--- config.mk ---
export PLATFORM = sky130hd
export DESIGN_NAME = if_id_stage
export DESIGN_NICKNAME = d
export VERILOG_FILES = /design/src/rtl/if_id_stage.sv
export SDC_FILE = /design/constraint.sdc
export NUM_CORES = 1
export LEC_CHECK = 0
export CAP_MARGIN = 20
export CORE_MARGIN = 2
export CORE_UTILIZATION = 45
export DETAILED_ROUTE_END_ITERATION = 12
export GPL_TIMING_DRIVEN = 0
export PLACE_DENSITY = 0.79
export SYNTH_ARGS = -nofsm -noshare
export SYNTH_HDL_FRONTEND = slang
export SYNTH_SLANG_ARGS = --single-unit
--- constraint.sdc ---
create_clock -name clk -period 5.3 [get_ports clk]
set_input_delay 1.325 -clock clk [delete_from_list [all_inputs] [get_ports clk]]
set_output_delay 1.325 -clock clk [all_outputs]
set_load 0.02 [all_outputs]
--- src/rtl/if_id_stage.sv ---
// Fetch stage and IF/ID pipeline register: owns the PC, drives instruction memory,
// latches the returned word into D and resolves beq/j/jal/jr with one delay slot.
module if_id_stage #(
  parameter logic [31:0] PC_RESET = 32'h0000_3000
) (
  input  logic        clk,
  input  logic        reset,
  input  logic        stall,
  input  logic [2:0]  PC_MUXsel,
  input  logic [31:0] RD1_D,
  input  logic [31:0] RD2_D,
  input  logic [31:0] Instr_F,
  output logic [31:0] PC_F,
  output logic [31:0] Instr_D,
  output logic [31:0] PC_D,
  output logic [31:0] PC8_D,
  output logic        valid_D,
  output logic [31:0] fetch_cnt
);

  localparam logic [2:0] SEL_SEQ = 3'd0;
  localparam logic [2:0] SEL_BEQ = 3'd1;
  localparam logic [2:0] SEL_J   = 3'd2;
  localparam logic [2:0] SEL_JR  = 3'd3;

  logic [31:0] pc_f_q;
  logic [31:0] instr_d_q;
  logic [31:0] pc_d_q;
  logic        valid_d_q;
  logic [31:0] fetch_cnt_q;

  logic [31:0] pc_f_plus4;
  logic [31:0] pc_d_plus4;
  logic [15:0] imm16;
  logic [25:0] imm26;
  logic [31:0] br_offset;
  logic [31:0] br_target;
  logic [31:0] j_target;
  logic        beq_taken;
  logic [31:0] npc;

  assign imm16      = instr_d_q[15:0];
  assign imm26      = instr_d_q[25:0];
  assign pc_f_plus4 = pc_f_q + 32'd4;
  assign pc_d_plus4 = pc_d_q + 32'd4;
  assign br_offset  = {{14{imm16[15]}}, imm16, 2'b00};
  assign br_target  = pc_d_plus4 + br_offset;
  assign j_target   = {pc_d_plus4[31:28], imm26, 2'b00};
  assign beq_taken  = (RD1_D == RD2_D);

  // A reset bubble in D must never redirect fetch, whatever the decoder drives.
  always_comb begin
    npc = pc_f_plus4;
    if (valid_d_q) begin
      case (PC_MUXsel)
        SEL_SEQ: npc = pc_f_plus4;
        SEL_BEQ: npc = beq_taken ? br_target : pc_f_plus4;
        SEL_J:   npc = j_target;
        SEL_JR:  npc = RD1_D;
        default: npc = pc_f_plus4;
      endcase
    end
  end

  // The instruction at PC_F on a transfer edge is the delay slot and is kept.
  always_ff @(posedge clk or posedge reset) begin
    if (reset) begin
      pc_f_q      <= PC_RESET;
      instr_d_q   <= 32'h0;
      pc_d_q      <= 32'h0;
      valid_d_q   <= 1'b0;
      fetch_cnt_q <= 32'h0;
    end else if (!stall) begin
      pc_f_q      <= npc;
      instr_d_q   <= Instr_F;
      pc_d_q      <= pc_f_q;
      valid_d_q   <= 1'b1;
      fetch_cnt_q <= fetch_cnt_q + 32'd1;
    end
  end

  assign PC_F      = pc_f_q;
  assign Instr_D   = instr_d_q;
  assign PC_D      = pc_d_q;
  assign PC8_D     = pc_d_q + 32'd8;
  assign valid_D   = valid_d_q;
  assign fetch_cnt = fetch_cnt_q;

endmodule
==> results of run 1 <==
-- per-stage QoR --
step	worst slack [ns]	cells
floorplan	0.537	1021
global placement	-1.49	1552
detailed placement	0.171	1553
CTS	0.447	1585
global route	0.209	1587
finish	0.386	1587
-- metal layers --
metal | part of all wire (%) | vias to the layer above | wire [microns]
met4 | 3.6 | 0 | 1290
met3 | 9.6 | 92 | 3370
met1 | 41 | 4599 | 14300
li1 | - | 4297 | -
met5 | 0 | - | 0
met2 | 46 | 561 | 16300
-- worst paths after layout --
kind / to / slack (ns) / cells after the start
min: fetch_cnt[31] / 0.47 / 1
min in group asynchronous: Instr_D[25] / 1.28 / 2
max in group asynchronous: PC_D[18] / 3.21 / 3
max: PC8_D[29] / 0.39 / 9
max reg2reg: PC_F[28] / 0.73 / 16
min reg2reg: fetch_cnt[31] / 0.47 / 1
-- worst max-delay path: cells and delay by family, from the launching register on --
family	cells	cell delay (ns)
XOR/XNOR	1	0.17
adder cells (fa/ha/maj)	1	0.21
buffers and inverters	2	0.88
flip-flops	1	0.52
AND/OR/NAND/NOR	5	1.39
-- power by group through the flow --
stage	Clock (uW)	Sequential [uW]	Combinational (uW)
global route	1250	1380	2010
CTS	1210	1350	1860
finish	1200	1360	1870
detailed placement	0	1370	1850
global placement	0	1360	1820
floorplan	0	1470	946
-- cells in the final DEF, fill, tap and decap left out, types with 7 or more instances in the layout --
cell / synthesis / final
xor2_1: 72 / 72
a222oi_1: 7 / 7
nand2_1: 90 / 90
nand3_1: 49 / 49
o211ai_1: 9 / 9
buf_2: 10 / 11
clkdlybuf4s50_1: 0 / 261
a21oi_1: 47 / 47
and3_1: 26 / 26
a21o_1: 15 / 15
inv_1: 20 / 19
mux2_2: 60 / 60
or3_1: 7 / 7
nor4_1: 14 / 14
and4_1: 11 / 11
o21ai_0: 45 / 45
nand4_1: 27 / 27
clkbuf_1: 38 / 40
a22oi_1: 20 / 20
dfrtp_1: 127 / 127
o21ai_1: 12 / 12
nor3_1: 19 / 19
xnor2_1: 77 / 77
a31oi_1: 11 / 11
nand2b_1: 9 / 9
nor2_1: 65 / 65
clkbuf_16: 0 / 17
ha_1: 37 / 37
-- Yosys cell counts (all sizes together) (3+ instances only) --
cell / number / area, sq um
a211oi: 4 / 35.0
xnor2: 77 / 674
nor2b: 5 / 31.3
nor3b: 4 / 30.0
a21o: 15 / 113
a221o: 6 / 60.1
o21ai: 58 / 294
and4: 11 / 96.3
clkbuf: 38 / 143
xor2: 72 / 631
nand2: 90 / 338
nand3: 49 / 245
nor3: 19 / 95.1
a21oi: 47 / 235
dfrtp: 127 / 3180
nand2b: 9 / 56.3
a22oi: 20 / 150
nor4: 15 / 100
ha: 37 / 463
a221oi: 6 / 52.6
or3: 7 / 43.8
nor2: 65 / 244
o21a: 3 / 22.5
o221ai: 3 / 26.3
o22ai: 5 / 31.3
mux2: 60 / 676
nand4: 27 / 169
mux2i: 5 / 50.1
a311oi: 4 / 35.0
a31oi: 11 / 68.8
or2: 4 / 25.0
inv: 20 / 75.1
buf: 19 / 95.1
o211ai: 9 / 67.6
o21bai: 6 / 45.0
and3: 26 / 163
a222oi: 7 / 70.1
-- registers in the layout, summed over array words and instances, names as in the netlist --
signal / count
PC_D: 32
Instr_D: 32
fetch_cnt: 32
valid_D: 1
PC_F: 32
-- logic make-up after synthesis --
family	Yosys count	synth area share, %
flops	129	34.9
buf+inv	77	3.38
fa+ha+maj	38	5.21
mux	65	7.83
compound gates	222	15.9
simple gates	340	18.5
xor+xnor	150	14.3
-- cell type report --
| type | count | area [sq um] |
|---|---|---|
| buffer | 57 | 238 |
| clock buffer | 19 | 433 |
| clock inverter | 13 | 151 |
| fill | 1704 | 7390 |
| inverter | 20 | 80.1 |
| multi-input combinational | 815 | 5720 |
| sequential | 129 | 3230 |
| tap | 270 | 338 |
| timing repair buffer | 264 | 2650 |
==> results.txt, run 1 <==
outcome = finished clean
post-synthesis register bit count = 129
period utilization = 92.7%
CTS Buf Count = 17
Max VDD drop = 0.000249 V
Logic pwr share = 42.2%
crit start category = flop
met3 Usage GRT = 7.35%
Mapped Area = 9260 sq um
die area = 21,700 sq um
crit-path cells = ha_1 -> clkbuf_1 -> nand4_1 -> nor2_1 -> and4_1 -> and3b_1 -> nand3_1 -> xnor2_1 -> clkdlybuf4s50_1
Reg clk slew, reported paths = 0.06 ns
htree depth = 4
clock skew = 0.0108 ns
grt total ovfl = 0
number of synthesized flops with an enable pin = 0
clk sinks = 129
Syn Inst Count = 1,021
RePlAce Congestion = 1.00
P_int = 2690 uW
CTS Root Cell = clkbuf_16
met1 Resource Use GR = 43.1%
switching share of power = 39.4%
final hold vios = 0
setup tns final = 0 ns
DR vias/cell = 6.02
Clock Latency Late Sink = 0.43 ns
drt total wl = 35,300 microns
pin count of the biggest net entering global routing = 89
net switching power figure = 1750 uW
GR Util All Layers = 32.3%
CP Capture Type = output port
Clk network pwr share = 27.1%
layout cells sized above 1 = 8.88%
utilization after layout = 63.5%
Cell Area, Placed = 12,200 sq um
post_cts resized = 0
NumNets Final = 1,444
RR Startpoint = PC_D[3]
grt peak-use layer = met2
CORE AREA = 20,200 sq um
Hold Startpoint = fetch_cnt[31]
Clock Path Buffers = 2
Tightest Hold Check Type = flop to flop
initial antenna violation count = 0
library cells used by synthesis = 66
P_leak = 0.00522 uW
Total Power = 4440 uW
Max Cap Viol = 0
Pwr per Cell Area = 346 nW/um^2
predominant post-synthesis flop cell = dfrtp_1
Routed Antenna Nets = 0
YS warnings = 0
sequential share of power = 30.7%
Core Rows = 52
routing usage on met2 = 51.8%
FMAX = 0.204 GHz
crit-path max FO = 7
1st-pass router iterations = 6
CP max stage cell = clkdlybuf4s50_1
Worst EP arrival = 3.59 ns
CTS hold repair buffers = 0
CTS tree = built
ys async rst share = 100%
Initial Util = 45.8%
Tmin final = 4.91 ns
Layout Area Growth over Synthesis = 38.6%
Die Y-Extent = 147 microns
final hold slack = 0.472 ns
DRC viols = 0
Slew HR = 30.7%
RSZ-0062 raised after global routing = false
First DRT Iteration DRCs = 1,003
CP required = 3.97 ns
number of top-level pins = 263
worst setup path class = flop to output port
Avg Cell Area, Syn = 9.07 sq um
IO buf count = 261
Antenna diodes = 0
number of global-route vias before repair = 9,111
dpl hpwl = 27,300 microns
critical path's largest stage delay = 0.62 ns
Slew @ Worst Pin = 1.03 ns
Finished Cell Area = 12,800 sq um
endpoints failing setup = 0
Syn Nets = 1,161
global-route wire length before repair = 53,700 microns
Seq/Total Area, Yosys = 34.9%
fin. max-slew vios = 0
Die Span X = 147 microns
post-CTS setup buffers = 0
vias after detailed routing = 9,549
drt wl/cell = 22.2 microns
critical path launch point = PC_D[3]
(Power assumes the default switching activity.)
==> run 2: changes to the inputs <==
--- a/config.mk
+++ b/config.mk
@@ -10,6 +10,7 @@
 export CORE_UTILIZATION = 45
 export DETAILED_ROUTE_END_ITERATION = 12
 export GPL_TIMING_DRIVEN = 0
+export MAX_ROUTING_LAYER = met4
 export PLACE_DENSITY = 0.79
 export SYNTH_ARGS = -nofsm -noshare
 export SYNTH_HDL_FRONTEND = slang
==> results.txt, run 2 (synthesis results as in run 1) <==
leading cell type in the layout, fill and taps excluded = clkdlybuf4s50_1
Critical Path Sink = PC8_D[25]
Reg clk slew, reported paths = 0.06 ns (about the same)
Max VDD drop = 0.000326 V (+31%)
CP required = 3.97 ns (about the same)
Worst R2R Setup Slack = 0.66 ns (-0.07 ns)
fin. max-slew vios = 0 (unchanged)
global-route wire length before repair = 54,000 microns (+0.49%)
Cell Area, Placed = 12,300 sq um (about the same)
most frequent cells in the layout = clkdlybuf4s50_1 (261), dfrtp_1 (127), nand2_1 (90)
CTS Buf Count = 17 (unchanged)
post_cts resized = 0 (unchanged)
number of top-level pins = 263 (unchanged)
RSZ-0062 raised after global routing = false
Pwr per Cell Area = 349 nW/um^2 (+0.84%)
FMAX = 0.205 GHz (+0.84%)
1st-pass router iterations = 6 (unchanged)
Slew HR = 26.6% (-4.1 points)
Slew @ Worst Pin = 1.09 ns (+0.0606 ns)
Tmin final = 4.87 ns (-0.0411 ns)
Placed Cells incl. Taps = 1,554 (+0.064%)
drt total wl = 35,400 microns (+0.47%)
layout cells sized above 1 = 8.97% (+0.083 points)
Total Power = 4480 uW (+0.96%)
outcome = finished clean
CP Capture Type = output port
Routed Antenna Nets = 0 (unchanged)
crit start category = flop
CP top delay family = simple AND/OR/NAND/NOR gates
CTS hold repair buffers = 0 (unchanged)
Max Cap Viol = 0 (unchanged)
period utilization = 91.9% (-0.78 points)
htree depth = 4 (unchanged)
clk sinks = 129 (unchanged)
DRC viols = 0 (unchanged)
Core Rows = 52 (unchanged)
Die Y-Extent = 147 microns (unchanged)
Die Span X = 147 microns (unchanged)
Worst EP arrival = 3.55 ns (-0.04 ns)
clock skew = 0.0119 ns (+0.00115 ns)
setup tns final = 0 ns (unchanged)
vias after detailed routing = 9,543 (-0.063%)
Antenna diodes = 0 (unchanged)
crit-path max FO = 7 (unchanged)
IO buf count = 261 (unchanged)
RePlAce Congestion = 1.01 (+1.3%)
hold depth = 1 (unchanged)
CTS Root Cell = clkbuf_16
NumNets Final = 1,443 (-0.069%)
GR Util All Layers = 33.5% (+1.2 points)
CP max stage cell = clkdlybuf4s50_1
endpoints failing setup = 0 (unchanged)
P_leak = 0.00523 uW (+0.15%)
RR Startpoint = PC_D[3]
number of global-route vias before repair = 9,131 (+0.22%)
pin count of the biggest net entering global routing = 84 (-5.6%)
worst setup path class = flop to output port
drt wl/cell = 22.3 microns (+0.53%)
dpl hpwl = 27,700 microns (+1.5%)
Final WS setup = 0.427 ns (+0.0411 ns)
Clock Latency Late Sink = 0.43 ns (about the same)
Reg-to-Reg End = PC_F[28]
crit-path cells = ha_1 -> clkbuf_1 -> nand4_1 -> nor2_1 -> and4_1 -> and3_1 -> nand3_1 -> xnor2_1 -> clkdlybuf4s50_1
CORE AREA = 20,200 sq um (unchanged)
Finished Layout Cells = 1,586 (-0.063%)
FF-to-FF path depth = 16 (unchanged)
post-place setup slack = 0.283 ns (+0.112 ns)
Worst Path Buf+Inv = 2 (unchanged)
die area = 21,700 sq um (unchanged)
Initial Util = 45.8% (unchanged)
Tightest Hold Check Type = flop to flop
DR vias/cell = 6.02 (about the same)
CTS tree = built
critical path's largest stage delay = 0.62 ns (about the same)
post-CTS setup buffers = 0 (unchanged)
Finished Cell Area = 12,900 sq um (+0.13%)
critical path launch point = PC_D[3]
final hold vios = 0 (unchanged)
initial antenna violation count = 0 (unchanged)
First DRT Iteration DRCs = 1,089 (+8.6%)
grt total ovfl = 0 (unchanged)
Layout Area Growth over Synthesis = 38.8%
Worst path depth = 9 (unchanged)
Clock Path Buffers = 2 (unchanged)
==> run 2: changes by cell type in the layout (fill, tap and decap cells not counted), sizes merged <==
| cell | before | now |
|---|---|---|
| clkbuf | 58 | 56 |
| inv | 25 | 29 |
| clkinv | 3 | 0 |
==> run 2: per-stage QoR <==
| stage | hold WS [ns] | utilization, % |
|---|---|---|
| 2_1_floorplan | 0.550 | - |
| 3_3_place_gp | 0.463 | 60.4 |
| 3_5_place_dp | 0.468 | 60.5 |
| 4_1_cts | 0.482 | 63.5 |
| 5_1_grt | 0.513 | 63.5 |
| 6_report | 0.477 | 63.5 |
==> run 2: layout make-up <==
cell class,instances,area (sq um)
multi-input combinational,815,5720
inverter,20,80.1
clock inverter,14,166
tap,270,338
clock buffer,18,439
timing repair buffer,263,2650
sequential,129,3230
fill,1717,7380
buffer,57,238
==> run 2: power by group <==
| group | switching, uW | internal (uW) |
|---|---|---|
| Combinational | 1020 | 863 |
| Clock | 519 | 722 |
| Sequential | 235 | 1120 |
==> run 2: how the worst min path moves through the flow <==
| stage | start | endpoint | slack [ns] |
|---|---|---|---|
| after global placement | fetch_cnt[31] | fetch_cnt[31] | 0.46 |
| after global routing | fetch_cnt[31] | fetch_cnt[31] | 0.51 |
| after floorplan | PC_F[12] | PC_F[12] | 0.55 |
| after detailed placement | fetch_cnt[31] | fetch_cnt[31] | 0.47 |
| after CTS | fetch_cnt[31] | fetch_cnt[31] | 0.48 |
| final | fetch_cnt[31] | fetch_cnt[31] | 0.48 |
==> run 2: metal layers <==
layer | vias up | wire [microns] | part of all wire [%] | global-route usage [%]
li1 | 4302 | - | - | -
met1 | 4616 | 14700 | 41 | 44.1
met2 | 540 | 16200 | 46 | 51.0
met3 | 85 | 3220 | 9.1 | 6.79
met4 | 0 | 1290 | 3.6 | 12.9
met5 | - | 0 | 0 | -
==> run 3: changes to the inputs <==
--- a/config.mk
+++ b/config.mk
@@ -12,6 +12,7 @@
 export GPL_TIMING_DRIVEN = 0
 export MAX_ROUTING_LAYER = met4
 export PLACE_DENSITY = 0.79
+export SLEW_MARGIN = 20
 export SYNTH_ARGS = -nofsm -noshare
 export SYNTH_HDL_FRONTEND = slang
 export SYNTH_SLANG_ARGS = --single-unit
==> results.txt, run 3 (synthesis results as in run 1) <==
critical path's largest stage delay = 0.61 ns (about the same)
P_leak = 0.00522 uW (about the same)
hold depth = 1 (unchanged)
period utilization = 92.4% (+0.48 points)
Worst EP arrival = 3.57 ns (+0.02 ns)
vias after detailed routing = 9,547 (+0.042%)
M1 WL = 14,900 microns (+1.1%)
post_cts resized = 0 (unchanged)
number of top-level pins = 263 (unchanged)
number of global-route vias before repair = 9,113 (-0.20%)
final hold vios = 0 (unchanged)
Pwr per Cell Area = 345 nW/um^2 (-0.96%)
FILL cells = 1,662 (-3.2%)
FMAX = 0.204 GHz (-0.52%)
GR Util All Layers = 33.9% (+0.40 points)
CP required = 3.97 ns (about the same)
Max VDD drop = 0.000299 V (-8.2%)
crit-path cells = ha_1 -> clkbuf_1 -> nand4_1 -> nor2_1 -> and4_1 -> and3b_1 -> nand3_1 -> xnor2_1 -> clkdlybuf4s50_1
clk sinks = 129 (unchanged)
Reg-to-Reg End = PC_F[28]
fin. max-slew vios = 0 (unchanged)
routed wl met3 = 3110 microns (-3.3%)
die area = 21,700 sq um (unchanged)
Tmin final = 4.90 ns (+0.0256 ns)
htree depth = 4 (unchanged)
Worst Path Buf+Inv = 2 (unchanged)
IO buf count = 261 (unchanged)
Clock Latency Late Sink = 0.42 ns (about the same)
Finished Layout Cells = 1,585 (-0.063%)
wire length on met2 = 16,500 microns (+1.9%)
pin count of the biggest net entering global routing = 84 (unchanged)
CP top delay family = simple AND/OR/NAND/NOR gates
global-route wire length before repair = 54,600 microns (+1.2%)
post-CTS setup buffers = 0 (unchanged)
Final WS setup = 0.402 ns (-0.0256 ns)
most frequent cells in the layout = clkdlybuf4s50_1 (261), dfrtp_1 (127), nand2_1 (90)
drt wl/cell = 22.5 microns (+0.69%)
outcome = finished clean
DR vias/cell = 6.02 (+0.11%)
CORE AREA = 20,200 sq um (unchanged)
top sig layer = met4
Hold Startpoint = fetch_cnt[31]
Die Span X = 147 microns (unchanged)
layout cells sized above 1 = 8.97% (about the same)
CP max stage cell = clkdlybuf4s50_1
Hold Path Sink = fetch_cnt[31]
Initial Util = 45.8% (unchanged)
CTS hold repair buffers = 0 (unchanged)
grt total ovfl = 0 (unchanged)
1st-pass router iterations = 5 (-1)
Reg clk slew, reported paths = 0.06 ns (about the same)
CTS Buf Count = 17 (unchanged)
drt total wl = 35,700 microns (+0.63%)
leading cell type in the layout, fill and taps excluded = clkdlybuf4s50_1
clock skew = 0.00903 ns (-0.00287 ns)
DRC viols = 0 (unchanged)
initial antenna violation count = 0 (unchanged)
Max Cap Viol = 0 (unchanged)
RR Startpoint = PC_D[3]
Die Y-Extent = 147 microns (unchanged)
Slew @ Worst Pin = 0.985 ns (-0.105 ns)
Tightest Hold Check Type = flop to flop
CTS tree = built
endpoints failing setup = 0 (unchanged)
Clock Path Buffers = 2 (unchanged)
RePlAce Congestion = 1.01 (unchanged)
worst setup path class = flop to output port
NumNets Final = 1,443 (unchanged)
Placed Cells incl. Taps = 1,553 (-0.064%)
final hold slack = 0.476 ns (-0.000871 ns)
First DRT Iteration DRCs = 1,184 (+8.7%)
CP Capture Type = output port
crit start category = flop
post-place setup slack = 0.447 ns (+0.164 ns)
crit-path max FO = 7 (unchanged)
critical path launch point = PC_D[3]
CTS Root Cell = clkbuf_16
Routed Antenna Nets = 0 (unchanged)
dpl hpwl = 27,700 microns (-0.28%)
Worst R2R Setup Slack = 0.64 ns (-0.02 ns)
Layout Area Growth over Synthesis = 38.6%
Slew HR = 33.7% (+7.1 points)
Core Rows = 52 (unchanged)
Antenna diodes = 0 (unchanged)
RSZ-0062 raised after global routing = false
Total Power = 4430 uW (-1.1%)
FF-to-FF path depth = 16 (unchanged)
## run 3: worst reg2reg max path: stages, from the launching register on
cell	delay, ns
dfrtp_1	0.53
ha_1	0.21
clkbuf_1	0.27
nand4_1	0.15
or3_1	0.46
or2_2	0.37
nor2_1	0.13
xor2_1	0.19
ha_1	0.32
a21o_1	0.18
a21oi_1	0.17
nor3b_1	0.30
o311ai_1	0.26
a311oi_1	0.43
o21ai_0	0.24
mux2i_1	0.21
nand4_1	0.11
## run 3: metrics by stage
step	area, sq um	setup TNS, ns	util, %
2_1_floorplan	9260	0	-
3_3_place_gp	12200	-189.17	60.4
3_5_place_dp	12300	0	60.6
4_1_cts	12800	0	63.4
5_1_grt	12800	0	63.4
6_report	12800	0	63.4
## run 3: metal layers
| metal | track usage [%] | up-vias |
|---|---|---|
| met4 | 11.6 | 0 |
| met5 | - | - |
| li1 | - | 4308 |
| met2 | 52.5 | 520 |
| met3 | 6.73 | 74 |
| met1 | 44.5 | 4645 |
## run 3: worst max-delay path by stage
stage | end | slack [ns] | cells after the start
global route | PC8_D[29] | 0.22 | 9
CTS | PC8_D[29] | 0.46 | 9
floorplan | Instr_D[0] | 0.54 | 1
finish | PC8_D[29] | 0.40 | 9
global placement | PC_D[10] | -1.50 | 2
detailed placement | PC_F[31] | 0.45 | 8
## run 3: report_power, final
| part | switching (uW) | internal, uW | total [uW] | leakage [uW] |
|---|---|---|---|---|
| Clock | 487 | 698 | 1190 | 0.000286 |
| Combinational | 1020 | 863 | 1880 | 0.00333 |
| Sequential | 238 | 1120 | 1360 | 0.00160 |
## run 3: layout make-up
class	count	area, sq um	area share, %
repair buffers	263	2650	20.6
clock inverters	14	155	1.21
multi-input cells	815	5720	44.6
clock buffers	17	425	3.31
flip-flops and latches	129	3230	25.2
plain buffers	57	238	1.85
inverters	20	82.6	0.643
well taps	270	338	2.63
